File: src/rtl/stream_demux_pkg.sv
// Shared definitions for the stream demultiplexer: select-width helper and
// the routing classification of an input word.
package stream_demux_pkg;

  // Select width for N channels; never narrower than one bit.
  function automatic int sel_w(input int n);
    return (n <= 1) ? 1 : $clog2(n);
  endfunction

  typedef enum logic [1:0] {
    ROUTE_UNICAST = 2'd0,
    ROUTE_BCAST   = 2'd1,
    ROUTE_DROP    = 2'd2
  } route_e;

endpackage

File: src/rtl/stream_demux_if.sv
// Producer-side and consumer-side handshake bundle of the stream demultiplexer.
// master = producer plus consumers, slave = the demultiplexer.
interface stream_demux_if
  import stream_demux_pkg::*;
#(
  parameter int N     = 4,
  parameter int WIDTH = 8
) ();

  localparam int SEL_W = sel_w(N);

  logic [WIDTH-1:0]   in_data;
  logic [SEL_W-1:0]   in_sel;
  logic               in_bcast;
  logic               in_valid;
  logic               in_ready;
  logic [N*WIDTH-1:0] out_data;
  logic [N-1:0]       out_valid;
  logic [N-1:0]       out_ready;

  modport master (
    output in_data, in_sel, in_bcast, in_valid, out_ready,
    input  in_ready, out_data, out_valid
  );

  modport slave (
    input  in_data, in_sel, in_bcast, in_valid, out_ready,
    output in_ready, out_data, out_valid
  );

endinterface

File: src/rtl/demux_chan_reg.sv
// One-word holding register for a single output channel: loads a new word,
// presents it until the consumer accepts, and may reload while draining.
module demux_chan_reg #(
  parameter int WIDTH = 8
) (
  input  logic             clk,
  input  logic             rst_n,
  input  logic             load,
  input  logic [WIDTH-1:0] data,
  input  logic             out_ready,
  output logic             valid_q,
  output logic [WIDTH-1:0] data_q
);

  // NOTE: state registers use non-blocking assignments so every register in
  // the design samples pre-edge values; the data register is reset too so
  // out_data is a known value straight out of reset.
  always_ff @(posedge clk or negedge rst_n) begin
    if (!rst_n) begin
      valid_q <= 1'b0;
      data_q  <= '0;
    end else if (load) begin
      // Load wins over drain: a same-cycle drain and load leaves no bubble.
      valid_q <= 1'b1;
      data_q  <= data;
    end else if (valid_q && out_ready) begin
      valid_q <= 1'b0;
    end
  end

endmodule

File: src/rtl/stream_demux.sv
// Registered 1-to-N stream demultiplexer: unicast by in_sel, broadcast to all
// channels, or discard-and-count when in_sel addresses a missing channel.
module stream_demux
  import stream_demux_pkg::*;
#(
  parameter int N     = 4,
  parameter int WIDTH = 8,
  parameter int CNT_W = 8
) (
  input  logic             clk,
  input  logic             rst_n,
  stream_demux_if.slave    bus,
  output logic [CNT_W-1:0] drop_cnt
);

  localparam int SEL_W = sel_w(N);
  // N always fits in SEL_W+1 bits, so the range test needs no wider compare.
  localparam logic [SEL_W:0] N_EXT = (SEL_W + 1)'(N);

  route_e         route;
  logic [N-1:0]   free;
  logic [N-1:0]   sel_hit;
  logic [N-1:0]   load;
  logic           in_rdy;
  logic           xfer;

  // NOTE: every always_comb output gets a default first so no path can
  // leave it unassigned and infer a latch.
  always_comb begin
    route = ROUTE_UNICAST;
    if (bus.in_bcast) begin
      route = ROUTE_BCAST;
    end else if ({1'b0, bus.in_sel} >= N_EXT) begin
      route = ROUTE_DROP;
    end
  end

  always_comb begin
    free    = '0;
    sel_hit = '0;
    for (int k = 0; k < N; k++) begin
      free[k]    = !bus.out_valid[k] || bus.out_ready[k];
      sel_hit[k] = (bus.in_sel == SEL_W'(k));
    end
  end

  // in_ready depends only on channel state, select and broadcast, never on in_valid.
  always_comb begin
    in_rdy = 1'b1;
    unique case (route)
      ROUTE_BCAST:   in_rdy = &free;
      ROUTE_UNICAST: in_rdy = |(sel_hit & free);
      default:       in_rdy = 1'b1;
    endcase
  end

  assign bus.in_ready = in_rdy;
  assign xfer         = bus.in_valid && in_rdy;

  always_comb begin
    load = '0;
    for (int k = 0; k < N; k++) begin
      load[k] = xfer && ((route == ROUTE_BCAST) ||
                         ((route == ROUTE_UNICAST) && sel_hit[k]));
    end
  end

  for (genvar k = 0; k < N; k++) begin : g_chan
    demux_chan_reg #(
      .WIDTH (WIDTH)
    ) u_chan (
      .clk       (clk),
      .rst_n     (rst_n),
      .load      (load[k]),
      .data      (bus.in_data),
      .out_ready (bus.out_ready[k]),
      .valid_q   (bus.out_valid[k]),
      .data_q    (bus.out_data[k*WIDTH +: WIDTH])
    );
  end

  // Saturating count of words discarded for an out-of-range select.
  always_ff @(posedge clk or negedge rst_n) begin
    if (!rst_n) begin
      drop_cnt <= '0;
    end else if (xfer && (route == ROUTE_DROP) && (drop_cnt != {CNT_W{1'b1}})) begin
      drop_cnt <= drop_cnt + 1'b1;
    end
  end

endmodule

File: src/flat_wrapper.sv
// flat-port wrapper written by rule: the top's interface ports become plain ports
module stream_demux_flat import stream_demux_pkg::*;
#(
  parameter int N     = 4,
  parameter int WIDTH = 8,
  parameter int CNT_W = 8
)
  (clk, rst_n, drop_cnt, bus_in_data, bus_in_sel, bus_in_bcast, bus_in_valid, bus_out_ready, bus_in_ready, bus_out_data, bus_out_valid);
  stream_demux_if #(.N(N), .WIDTH(WIDTH)) bus_i ();
  input  logic clk;
  input  logic rst_n;
  output logic [CNT_W-1:0] drop_cnt;
  input wire logic [$bits(bus_i.in_data)-1:0] bus_in_data;
  input wire logic [$bits(bus_i.in_sel)-1:0] bus_in_sel;
  input wire logic [$bits(bus_i.in_bcast)-1:0] bus_in_bcast;
  input wire logic [$bits(bus_i.in_valid)-1:0] bus_in_valid;
  input wire logic [$bits(bus_i.out_ready)-1:0] bus_out_ready;
  output wire logic [$bits(bus_i.in_ready)-1:0] bus_in_ready;
  output wire logic [$bits(bus_i.out_data)-1:0] bus_out_data;
  output wire logic [$bits(bus_i.out_valid)-1:0] bus_out_valid;
  assign bus_i.in_data = bus_in_data;
  assign bus_i.in_sel = bus_in_sel;
  assign bus_i.in_bcast = bus_in_bcast;
  assign bus_i.in_valid = bus_in_valid;
  assign bus_i.out_ready = bus_out_ready;
  assign bus_in_ready = bus_i.in_ready;
  assign bus_out_data = bus_i.out_data;
  assign bus_out_valid = bus_i.out_valid;
  stream_demux #(.N(N), .WIDTH(WIDTH), .CNT_W(CNT_W)) u_core (.clk(clk), .rst_n(rst_n), .bus(bus_i), .drop_cnt(drop_cnt));
endmodule
File: config.mk
export PLATFORM = sky130hd
export DESIGN_NAME = stream_demux_flat
export DESIGN_NICKNAME = d
export VERILOG_FILES = /design/src/rtl/stream_demux_pkg.sv /design/src/rtl/stream_demux_if.sv /design/src/rtl/demux_chan_reg.sv /design/src/rtl/stream_demux.sv /design/src/flat_wrapper.sv
export SDC_FILE = /design/constraint.sdc
export NUM_CORES = 1
export LEC_CHECK = 0
export BUFFER_PORTS_ARGS = -buffer_cell sky130_fd_sc_hd__buf_4
export CORE_MARGIN = 5
export CORE_UTILIZATION = 47
export CTS_CLUSTER_DIAMETER = 120
export DETAILED_ROUTE_END_ITERATION = 10
export PLACE_DENSITY = 0.75
export REMOVE_ABC_BUFFERS = 1
export SLEW_MARGIN = 20
export SYNTH_ARGS = -nofsm -noshare
export SYNTH_HDL_FRONTEND = slang
export SYNTH_SLANG_ARGS = --single-unit
export TNS_END_PERCENT = 10
File: constraint.sdc
create_clock -name clk -period 2.2 [get_ports clk]
set_input_delay 0.11 -clock clk [delete_from_list [all_inputs] [get_ports clk]]
set_output_delay 0.11 -clock clk [all_outputs]
set_load 0.01 [all_outputs]
Word level (Yosys, flattened, before mapping) --
Cells that the tools add are included.
Word-level totals: flip-flop bits (word level) 44, input port bits 18, word-level logic and storage cells 62
Operators by class: add/subtract/negate cells 1, equality and inequality tests 6, multiplexer cells 10, bitwise gates (word level) 1, reduce and logical (&&, ||, !) cells 35
Operators with widths (number):
- $logic_and 1x1->1 | 15
- $mux 1 | 9
- $add 8x1->8 const B | 1
- $logic_or 1x1->1 | 8
- $ne 8x8->1 const B | 1
- $reduce_bool 2->1 | 4
- $eq 2x2->1 const B | 3
- $and 4x4->4 | 1
- $logic_not 1->1 | 4
- $logic_not 2->1 | 2
- $reduce_and 4->1 | 1
- $reduce_or 4->1 | 1
- $eq 2x1->1 const B | 1
- $pmux 1 s2 | 1
- $eq 1x1->1 const B | 1

Depth between registers and ports, before layout --
Gate-level depths: netlist of the first run.
word-level depth 8, depth in mapped cells 4

By module --
From an unflattened synthesis of the first run, not the netlist that was laid out.
Unflattened totals: cell total of the unflattened synthesis 113, area total of the unflattened synthesis 1707.9 um2
By module, submodules not included:
- demux_chan_reg | times used 4, cells an instance 20, area an instance 369.1 um2
- stream_demux | times used 1, cells an instance 33, area an instance 231.5 um2

Worst setup path after synthesis of the first run --
No wires, ideal clock.
path kind register -> register, start register u_core.g_chan[0].u_chan.valid_q, end register u_core.g_chan[1].u_chan.data_q[0], setup time 0.125 ns, arrival time 1.419 ns, required time 2.075 ns, path slack 0.656 ns, cell stages (with the launch flop) 5, buffers on the path 0, clock period less this slack 1.544 ns, path through dfrtp_1 > nand2b_1 > nand4_1 > o22ai_4 > mux2_2
Between the ends: word-level cells in the longest chain between the ends 7, elaborated cells on any way between the ends 8
RTL lines:
- from (decl) | line demux_chan_reg.sv:11 | output logic valid_q,
- from (signal assigned) | line demux_chan_reg.sv:20 | valid_q <= 1'b0;
- from (signal assigned) | line demux_chan_reg.sv:24 | valid_q <= 1'b1;
- from (signal assigned) | line demux_chan_reg.sv:27 | valid_q <= 1'b0;
- $logic_not 1->1 * | line stream_demux.sv:42 | free[k] = !bus.out_valid[k] || bus.out_ready[k];
- $logic_or 1x1->1 * | line stream_demux.sv:42
- $and 4x4->4 | line stream_demux.sv:52 | ROUTE_UNICAST: in_rdy = |(sel_hit & free);
- $reduce_or 4->1 | line stream_demux.sv:52
- $pmux 1 s2 * | line stream_demux.sv:50 | unique case (route)
- $logic_and 1x1->1 * | line stream_demux.sv:58 | assign xfer = bus.in_valid && in_rdy;
- $logic_and 1x1->1 * | line stream_demux.sv:63 | load[k] = xfer && ((route == ROUTE_BCAST) ||
- to (signal assigned) | line demux_chan_reg.sv:25 | data_q <= data;
- to (decl) | line demux_chan_reg.sv:12 | output logic [WIDTH-1:0] data_q
Mark *: on every way between the ends. The rest lies on a longest branch, timed or not. A chain may end at the register's enable or synchronous reset.

Worst setup path in the final report of the first run --
start register u_core.g_chan[0].u_chan.valid_q, end register u_core.g_chan[3].u_chan.data_q[4]
Between the ends: word-level cells in the longest chain between the ends 7, elaborated cells on any way between the ends 8
RTL lines (line):
- $logic_not 1->1 * | stream_demux.sv:42
- $logic_or 1x1->1 * | stream_demux.sv:42
- $and 4x4->4 | stream_demux.sv:52
- $reduce_or 4->1 | stream_demux.sv:52
- $pmux 1 s2 * | stream_demux.sv:50
- $logic_and 1x1->1 * | stream_demux.sv:58
- $logic_and 1x1->1 * | stream_demux.sv:63
- to (signal assigned) | demux_chan_reg.sv:25
- to (decl) | demux_chan_reg.sv:12
Marked as above.

==> results of run 1 <==
worst max-delay path, stage by stage (launching register included):
cell and delay, ns:
dfrtp_1 0.40, nand2b_1 0.16, a41oi_1 0.22, nor2_2 0.47, mux2_2 0.40
cell usage in the layout (no fill, tap or decap), drive strengths merged, types with 2 or more instances in the layout:
cell    count
buf        54
nand2       3
mux2       32
nand2b      6
conb        8
nor2b       3
clkbuf      8
dfrtp      36
o22ai       2
nor2        4
o21ai       2
logic make-up after synthesis:
logic type,after synthesis
flip-flops,36
multiplexers,32
AND/OR/NAND/NOR,23
buffers and inverters,13
AO/OA/AOI/OAI,8
other,1
state kept, by name, indices dropped and copies added (netlist names):
register	cells
u_core.g_chan.u_chan.valid_q	4
u_core.g_chan.u_chan.data_q	32
cell type report:
type / count / area [um^2] / area share
clock buffers: 8 / 58.81 / 0.02875
inverters: 1 / 3.754 / 0.001835
multi-input cells: 71 / 609.3 / 0.2979
flip-flops and latches: 36 / 900.9 / 0.4404
well taps: 46 / 57.56 / 0.02813
repair buffers: 55 / 415.4 / 0.2031
final timing paths:
check	cells past startpoint	startpoint	slack [ns]	endpoint
max reg2reg	4	u_core.g_chan[0].u_chan.valid_q	0.43	u_core.g_chan[3].u_chan.data_q[4]
min in group asynchronous	2	rst_n	0.26	u_core.g_chan[2].u_chan.data_q[3]
max in group asynchronous	2	rst_n	1.62	u_core.g_chan[1].u_chan.data_q[6]
max	4	u_core.g_chan[0].u_chan.valid_q	0.43	u_core.g_chan[3].u_chan.data_q[4]
min reg2reg	1	u_core.g_chan[2].u_chan.data_q[2]	0.52	u_core.g_chan[2].u_chan.data_q[2]
min	2	bus_in_data[5]	0.04	u_core.g_chan[2].u_chan.data_q[5]
power by group:
part | internal, mW | switching [mW] | leakage [nW] | total, mW
sequential | 0.864 | 0.112 | 0.426 | 0.976
clock | 0.158 | 0.199 | 0.0326 | 0.357
combinational | 0.447 | 0.321 | 0.496 | 0.769
per-layer routing:
metal | part of all wire | wire length (um) | vias to the layer above | global-route usage
met5 | 0 | 0 | - | 0
met1 | 0.43 | 1432 | 507 | 0.2101
met4 | 0.013 | 45 | 0 | 0.05955
met2 | 0.47 | 1574 | 46 | 0.2431
met3 | 0.089 | 299 | 6 | 0.04762
li1 | - | - | 495 | -
timing repair:
item | in CTS | in global routing
buffers inserted | 0 | 0
hold buffers | 1 | 0
endpoints found under the hold margin | 36 | 0
==> flow_metrics.py, run 1 <==
metrics = {
    "sta": {
        "slew_headroom": 0.6692,
        "fin_skew_ns": 0.004814,
        "worst_pin_slew_ns": 0.4917,
        "finalCriticalPeriod_ns": 1.767,
        "final_max_slew_viol_count": 0,
        "finalHoldViolations": 0,
        "rsz0062_at_grt": "no",
        "min_period_over_period": 0.8032,
        "timing.hold.ws_ns": 0.04026,
        "worst_slack_ns": 0.4329,
        "final.setup.tns_ns": 0,
        "setup_viol": 0,
        "fmax_mhz": 565.9,
    },
    "drt": {
        "via_per_inst": 4.857,
        "drt_first_pass_iters": 4,
        "ant_nets": 0,
        "route.detailed.drc": 0,
        "wirelength_mm": 3.352,
        "vias": 1054,
        "drtIter0Drc": 52,
        "routedWlPerCell_um": 15.45,
    },
    "floorplanning": {
        "start_util": 0.4804,
        "row_count": 21,
        "coreArea_um2": 3284,
        "die-area_um2": 4616,
        "die_y_um": 67.94,
        "die_w_um": 67.94,
        "num_io_pins": 63,
    },
    "cts": {
        "cts.sinks": 36,
        "cts_tree": "built",
        "cts_max_level": 2,
        "cts-root-buf": "clkbuf_4",
        "cts_resized": 0,
        "clk_pin_slew_ns": 0.10,
        "worstSkewPairLatency_ns": 0.32,
        "clock_path_buffers": 2,
        "cts_buffers": 5,
    },
    "worst_setup_path": {
        "crit_arrival_ns": 1.98,
        "required_ns": 2.41,
        "end_kind": "flop",
        "worst-setup-path-type": "flop to flop",
        "critPathLaunchType": "flop",
        "critPathMaxFanout": 8,
    },
    "synthesis": {
        "avgSynthCellArea_um2": 13.96,
        "synth_compound_area_frac": 0.05075,
        "yosys.area_share.simple": 0.08803,
        "synth.yosys.seq_area_share": 0.5710,
        "muxShareOfSynthArea": 0.2284,
        "netlist_top_cells_count": "36 x dfrtp_1, 31 x mux2_2, 12 x buf_4",
        "ys.warnings.count": 0,
        "yosys.area_share.xor_xnor": 0,
        "postSynthCellCount": 113,
        "async_flop_share": 1.000,
        "synth_cell_types": 26,
        "yosysMostFrequentCell": "dfrtp_1",
        "ys_ff_latch": 36,
        "synth_area_leader_cell": "dfrtp_1",
        "synthTopCellsByArea": "dfrtp_1 57%, mux2_2 22%, buf_4 5.7%",
        "synthAdderAreaFrac": 0,
        "yosysTopAreaCellShare": 0.5710,
        "synth_enable_flop_cells": 0,
        "syn_area_um2": 1578,
        "ys.flop_type": "dfrtp_1",
        "synth_top_family_by_area": "multiplexers",
    },
    "placement": {
        "hpwl_mm": 2.547,
        "place_area_um2": 1977,
        "dp_slack_ns": 0.4328,
        "dp.cells": 208,
        "io_buffer_count": 54,
        "gp_congestion": 0.8519,
    },
    "status": {
        "status": "complete, no violations",
    },
    "grt": {
        "grt_overflow": 0,
        "grt_first_pass_wirelength_mm": 5.361,
        "grt_max_degree": 37,
        "grt_usage": 0.1582,
        "first_global_vias": 1107,
        "grt_antenna_before_repair": 0,
    },
    "layout": {
        "instances_no_fill": 217,
        "fin_nets": 188,
        "final_util": 0.6229,
        "antenna_cells": 0,
        "area_growth_pct": 29.66,
        "fillers": 265,
        "design_area_um2": 2046,
        "drive_gt1_frac": 0.5614,
    },
    "pwr": {
        "p_per_area_nw_per_um2": 1027,
        "p_leak_nw": 0.9548,
        "peakVddDrop_uv": 552.1,
        "power.total_mw": 2.102,
    },
    "flow_run": {
        "maxCapViolCount": 0,
    },
    "hold_path": {
        "hold_path_class": "input port to flop",
    },
}
No activity file was read; power rests on OpenSTA's default activity.
==> run 2, diff against run 1 <==
Settings changed: ABC_AREA set to 1, CORE_UTILIZATION 47 to 49, PLACE_DENSITY 0.75 to 0.76.
Clock period 2.2 ns to 1.73 ns, I/O delays scaled along.
==> run 2 against run 1 <==
Effect of this change:
- setup slack lost 0.25 ns
- clock power up 69%
- combinational power up 13%
- wire length grew 13%
- synthesized area is 13% higher
- worst hold slack improved by 0.027 ns
- sequential power grew 21%
- critical path depth up 2
- first-iteration DRC count rose by 110%
==> flow_metrics.py, run 2 <==
metrics = {
    "status": {
        "status": "complete, no violations",
    },
    "grt": {
        "grt_first_pass_wirelength_mm": 6.334,
        "grt_overflow": 0,
        "grt_max_degree": 38,
        "first_global_vias": 1343,
        "grt_usage": 0.1610,
        "grt_antenna_before_repair": 0,
    },
    "drt": {
        "vias": 1410,
        "routedWlPerCell_um": 13.29,
        "via_per_inst": 4.930,
        "drtIter0Drc": 107,
        "wirelength_mm": 3.800,
        "ant_nets": 0,
        "route.detailed.drc": 0,
        "drt_first_pass_iters": 4,
    },
    "synthesis": {
        "syn_area_um2": 1789,
        "synth_area_leader_cell": "dfrtp_1",
        "netlist_top_cells_count": "72 x nand2_1, 36 x dfrtp_1, 32 x nand4_1",
        "synthTopCellsByArea": "dfrtp_1 50%, nand2_1 15%, nand4_1 11%",
        "synth.yosys.seq_area_share": 0.5035,
        "ys.flop_type": "dfrtp_1",
        "async_flop_share": 1.000,
        "ys_ff_latch": 36,
        "synth_enable_flop_cells": 0,
        "ys.warnings.count": 0,
        "synth_cell_types": 21,
        "avgSynthCellArea_um2": 9.467,
        "yosysTopAreaCellShare": 0.5035,
        "postSynthCellCount": 189,
        "yosysMostFrequentCell": "nand2_1",
    },
    "layout": {
        "largest-register": "u_core.g_chan.u_chan.data_q",
        "seq_area_um2": 900.9,
        "area_growth_pct": 22.73,
        "multi_input_comb_area_um2": 700.7,
        "largest_registers": "u_core.g_chan.u_chan.data_q x32, u_core.g_chan.u_chan.valid_q x4",
        "layout_common_cells": "72 x nand2_1, 54 x buf_4, 36 x dfrtp_1, 32 x nand4_1, 8 x conb_1",
        "fillers": 335,
        "largest_reg_flops": 32,
        "fin_nets": 255,
        "drive_gt1_frac": 0.3319,
        "antenna_cells": 0,
        "layout_commonest_cell": "nand2_1",
        "instances_no_fill": 286,
    },
    "floorplanning": {
        "coreArea_um2": 3606,
        "die-area_um2": 4960,
        "die_w_um": 70.43,
        "row_count": 22,
        "start_util": 0.4962,
        "num_io_pins": 63,
        "die_y_um": 70.43,
    },
    "placement": {
        "dp.cells": 277,
        "hpwl_mm": 2.784,
        "gp_congestion": 0.8280,
        "io_buffer_count": 54,
        "dp_slack_ns": 0.2799,
    },
    "pwr": {
        "netSwitchingPower_uw": 861.6,
        "power.total_mw": 2.644,
        "p_sw_frac": 0.3258,
        "power_frac_comb": 0.328,
        "p_per_area_nw_per_um2": 1204,
        "p_int_mw": 1.783,
        "p_seq_frac": 0.444,
        "clockPowerShare": 0.228,
        "p_leak_nw": 1.190,
        "peakVddDrop_uv": 596.3,
    },
    "sta": {
        "worst_slack_ns": 0.1784,
        "final.setup.tns_ns": 0,
        "fin_skew_ns": 0.003968,
        "min_period_over_period": 0.8969,
        "setup_viol": 0,
        "final_max_slew_viol_count": 0,
        "finalCriticalPeriod_ns": 1.552,
        "fmax_mhz": 644.5,
        "finalHoldViolations": 0,
        "rsz0062_at_grt": "no",
        "timing.hold.ws_ns": 0.06720,
    },
    "cts": {
        "worstSkewPairLatency_ns": 0.28,
        "cts-root-buf": "clkbuf_8",
        "post_cts_buffers": 0,
        "cts_buffers": 5,
        "cts_tree": "built",
        "clk_pin_slew_ns": 0.07,
        "cts_max_level": 2,
        "clock_path_buffers": 2,
        "cts.sinks": 36,
    },
    "hold_path": {
        "hold_path_class": "input port to flop",
    },
    "worst_setup_path": {
        "worst-setup-path-type": "flop to output port",
        "critPathLaunchType": "flop",
        "crit_arrival_ns": 1.47,
        "critPathMaxFanout": 37,
        "required_ns": 1.64,
        "end_kind": "output port",
    },
    "flow_run": {
        "maxCapViolCount": 0,
    },
}
-- run 2: logic make-up after synthesis --
kind of cell / Yosys count / share of synthesized area
other: 1 / 0.002096
flip-flops: 36 / 0.5035
AO/OA/AOI/OAI: 5 / 0.02237
buffers and inverters: 28 / 0.1196
AND/OR/NAND/NOR: 119 / 0.3524
-- run 2: worst paths after layout --
check	from	endpoint	slack (ns)	cells after the start
worst min register to register	u_core.g_chan[1].u_chan.data_q[3]	u_core.g_chan[1].u_chan.data_q[3]	0.48	2
worst max-delay path	u_core.g_chan[2].u_chan.valid_q	bus_in_ready	0.18	6
min in group asynchronous	rst_n	u_core.g_chan[1].u_chan.data_q[4]	0.28	2
worst max register to register	u_core.g_chan[2].u_chan.valid_q	u_core.g_chan[1].u_chan.data_q[7]	0.28	8
worst min-delay path	bus_out_ready[1]	u_core.g_chan[1].u_chan.valid_q	0.07	4
max in group asynchronous	rst_n	u_core.g_chan[1].u_chan.data_q[2]	1.14	2
-- run 2: timing repair --
| action | CTS | global route |
|---|---|---|
| resized for setup | 0 | 0 |
| hold buffers | 1 | 0 |
| endpoints found under the hold margin | 36 | 0 |
-- run 2: layer usage --
metal / vias to the layer above / share of wire / routed length (um) / track usage
li1: 710 / - / - / -
met1: 644 / 0.46 / 1738 / 0.2168
met2: 45 / 0.46 / 1752 / 0.2318
met3: 11 / 0.057 / 217 / 0.04748
met4: 0 / 0.024 / 92 / 0.08511
met5: - / 0 / 0 / 0
-- run 2: power by group through the flow --
stage          clock (mW)  combinational [mW]  sequential, mW
2_1_floorplan           0               0.293            1.28
3_3_place_gp            0               0.863            1.19
3_5_place_dp            0               0.878            1.19
4_1_cts             0.619               0.884            1.17
5_1_grt             0.657               0.962            1.20
6_report            0.602               0.867            1.18
-- run 2: cell type report --
class | count | area share
sequential | 36 | 0.4103
tap | 48 | 0.02735
multi-input combinational | 132 | 0.3191
inverter | 7 | 0.01311
timing repair buffer | 55 | 0.1892
clock buffer | 8 | 0.04103
-- run 2: per-stage QoR --
step,area [um^2],utilization
after floorplan,1630,-
after global placement,2096,0.5812
after detailed placement,2096,0.5812
after CTS,2196,0.6090
after global routing,2196,0.6090
final,2196,0.6090
-- run 2: critical path, cell delays in order, from the launching register on --
cell,delay [ns]
dfrtp_1,0.38
nand2_2,0.09
nand2_1,0.06
o21ai_1,0.15
nand2_2,0.10
nand2_8,0.21
buf_4,0.17
==> run 3, diff against run 2 <==
Settings changed: GPL_TIMING_DRIVEN set to 1, REMOVE_ABC_BUFFERS 1 to not set.
==> run 3 against run 2 <==
Effect of this change:
- sequential power barely moved
- non-clock buffer count did not move
- worst hold slack got worse by 0.012 ns
- critical endpoint unchanged
==> flow_metrics.py, run 3 (synthesized netlist as in run 2, its figures left out) <==
metrics = {
    "sta": {
        "fmax_mhz": 636.5,
        "min_period_over_period": 0.9082,
        "finalHoldViolations": 0,
        "finalCriticalPeriod_ns": 1.571,
        "final.setup.tns_ns": 0,
        "setup_viol": 0,
        "rsz0062_at_grt": "no",
        "final_max_slew_viol_count": 0,
        "fin_skew_ns": 0.002650,
    },
    "grt": {
        "grt_max_degree": 38,
        "first_global_vias": 1342,
        "grt_antenna_before_repair": 0,
        "grt_overflow": 0,
        "grt_usage": 0.1778,
        "grt_first_pass_wirelength_mm": 6.755,
    },
    "floorplanning": {
        "start_util": 0.4962,
        "coreArea_um2": 3606,
        "die_w_um": 70.43,
        "die_y_um": 70.43,
        "row_count": 22,
        "num_io_pins": 63,
        "die-area_um2": 4960,
    },
    "worst_setup_path": {
        "critPathLaunchType": "flop",
        "worst-setup-path-type": "flop to output port",
        "required_ns": 1.64,
        "crit_arrival_ns": 1.48,
        "end_kind": "output port",
        "ff2ff_setup_slack_ns": 0.27,
        "reg2reg_depth": 8,
        "worstReg2RegStart": "u_core.g_chan[2].u_chan.valid_q",
        "critPathMaxFanout": 37,
        "critical_path.reg2reg.endpoint": "u_core.g_chan[3].u_chan.data_q[1]",
    },
    "placement": {
        "gp_congestion": 0.7748,
        "hpwl_mm": 2.902,
        "io_buffer_count": 54,
        "place_area_um2": 2096,
    },
    "drt": {
        "routedWlPerCell_um": 14.11,
        "drt_first_pass_iters": 4,
        "vias": 1436,
        "wirelength_mm": 4.035,
        "via_per_inst": 5.021,
        "drtIter0Drc": 88,
        "ant_nets": 0,
        "route.detailed.drc": 0,
    },
    "layout": {
        "layout_common_cells": "72 x nand2_1, 54 x buf_4, 36 x dfrtp_1, 32 x nand4_1, 8 x conb_1",
        "largest-register": "u_core.g_chan.u_chan.data_q",
        "layout_commonest_cell": "nand2_1",
        "design_area_um2": 2196,
        "largest_reg_flops": 32,
        "drive_gt1_frac": 0.3319,
        "fillers": 330,
        "fin_nets": 255,
        "area_growth_pct": 22.73,
        "largest_registers": "u_core.g_chan.u_chan.data_q x32, u_core.g_chan.u_chan.valid_q x4",
        "antenna_cells": 0,
    },
    "cts": {
        "cts_tree": "built",
        "worstSkewPairLatency_ns": 0.29,
        "cts_max_level": 2,
        "cts-root-buf": "clkbuf_8",
        "clk_pin_slew_ns": 0.07,
        "clock_path_buffers": 2,
        "cts.sinks": 36,
        "post_cts_buffers": 0,
        "cts_buffers": 5,
    },
    "pwr": {
        "p_per_area_nw_per_um2": 1211,
        "p_leak_nw": 1.190,
        "power.total_mw": 2.659,
        "peakVddDrop_uv": 782.0,
    },
    "hold_path": {
        "hold_end": "u_core.g_chan[1].u_chan.valid_q",
        "min_delay_path_depth": 4,
        "min_from": "bus_out_ready[1]",
        "hold_path_class": "input port to flop",
    },
    "flow_run": {
        "maxCapViolCount": 0,
    },
    "status": {
        "status": "complete, no violations",
    },
}
-- run 3: cell type report --
class | count | area, um^2 | area share
Sequential cell | 36 | 900.9 | 0.4103
Tap cell | 48 | 60.06 | 0.02735
Multi-Input combinational cell | 132 | 700.7 | 0.3191
Clock buffer | 8 | 90.09 | 0.04103
Timing Repair Buffer | 55 | 415.4 | 0.1892
Inverter | 7 | 28.78 | 0.01311
-- run 3: timing repair --
action | in CTS | in global routing
hold buffers | 1 | 0
endpoints found under the hold margin | 36 | 0
resized for setup | 0 | 0
-- run 3: per-stage QoR --
stage / utilization / setup WS, ns / cells / hold slack, ns
3_5_place_dp: 0.5812 / 0.2806 / 277 / 0.06856
6_report: 0.6090 / 0.1589 / 286 / 0.05476
5_1_grt: 0.6090 / 0.06758 / 286 / 0.05668
2_1_floorplan: - / 0.5137 / 196 / -0.2091
3_3_place_gp: 0.5812 / 0.3123 / 277 / 0.06140
4_1_cts: 0.6090 / 0.1471 / 286 / 0.04656
-- run 3: worst max-delay path, stage by stage, from the launching register on --
cell and delay [ns]:
dfrtp_1 0.39, nand2_2 0.10, nand2_1 0.05, o21ai_1 0.15, nand2_2 0.11, nand2_8 0.21
buf_4 0.18
-- run 3: worst max path at each step --
stage	from	endpoint	slack, ns	cells after the start
after floorplan	u_core.g_chan[2].u_chan.valid_q	u_core.g_chan[2].u_chan.data_q[0]	0.51	8
after global placement	u_core.g_chan[2].u_chan.valid_q	u_core.g_chan[0].u_chan.data_q[0]	0.31	8
after detailed placement	u_core.g_chan[2].u_chan.valid_q	u_core.g_chan[3].u_chan.data_q[6]	0.28	8
after CTS	u_core.g_chan[2].u_chan.valid_q	bus_in_ready	0.15	6
after global routing	u_core.g_chan[2].u_chan.valid_q	bus_in_ready	0.07	6
final	u_core.g_chan[2].u_chan.valid_q	bus_in_ready	0.16	6
-- run 3: metal layers --
metal  share of wire  global-route usage  vias up  wire (um)
met2            0.44              0.2432       61       1772
met5               0                   0        -          0
met3            0.10             0.07770        9        418
met1            0.43              0.2365      656       1750
li1                -                   -      710          -
met4           0.023             0.08936        0         94
-- run 3: power breakdown --
group | switching (mW) | leakage, nW | internal, mW
Sequential | 0.124 | 0.449 | 1.05
Clock | 0.288 | 0.0455 | 0.325
Combinational | 0.464 | 0.695 | 0.403
Total | 0.876 | 1.19 | 1.78
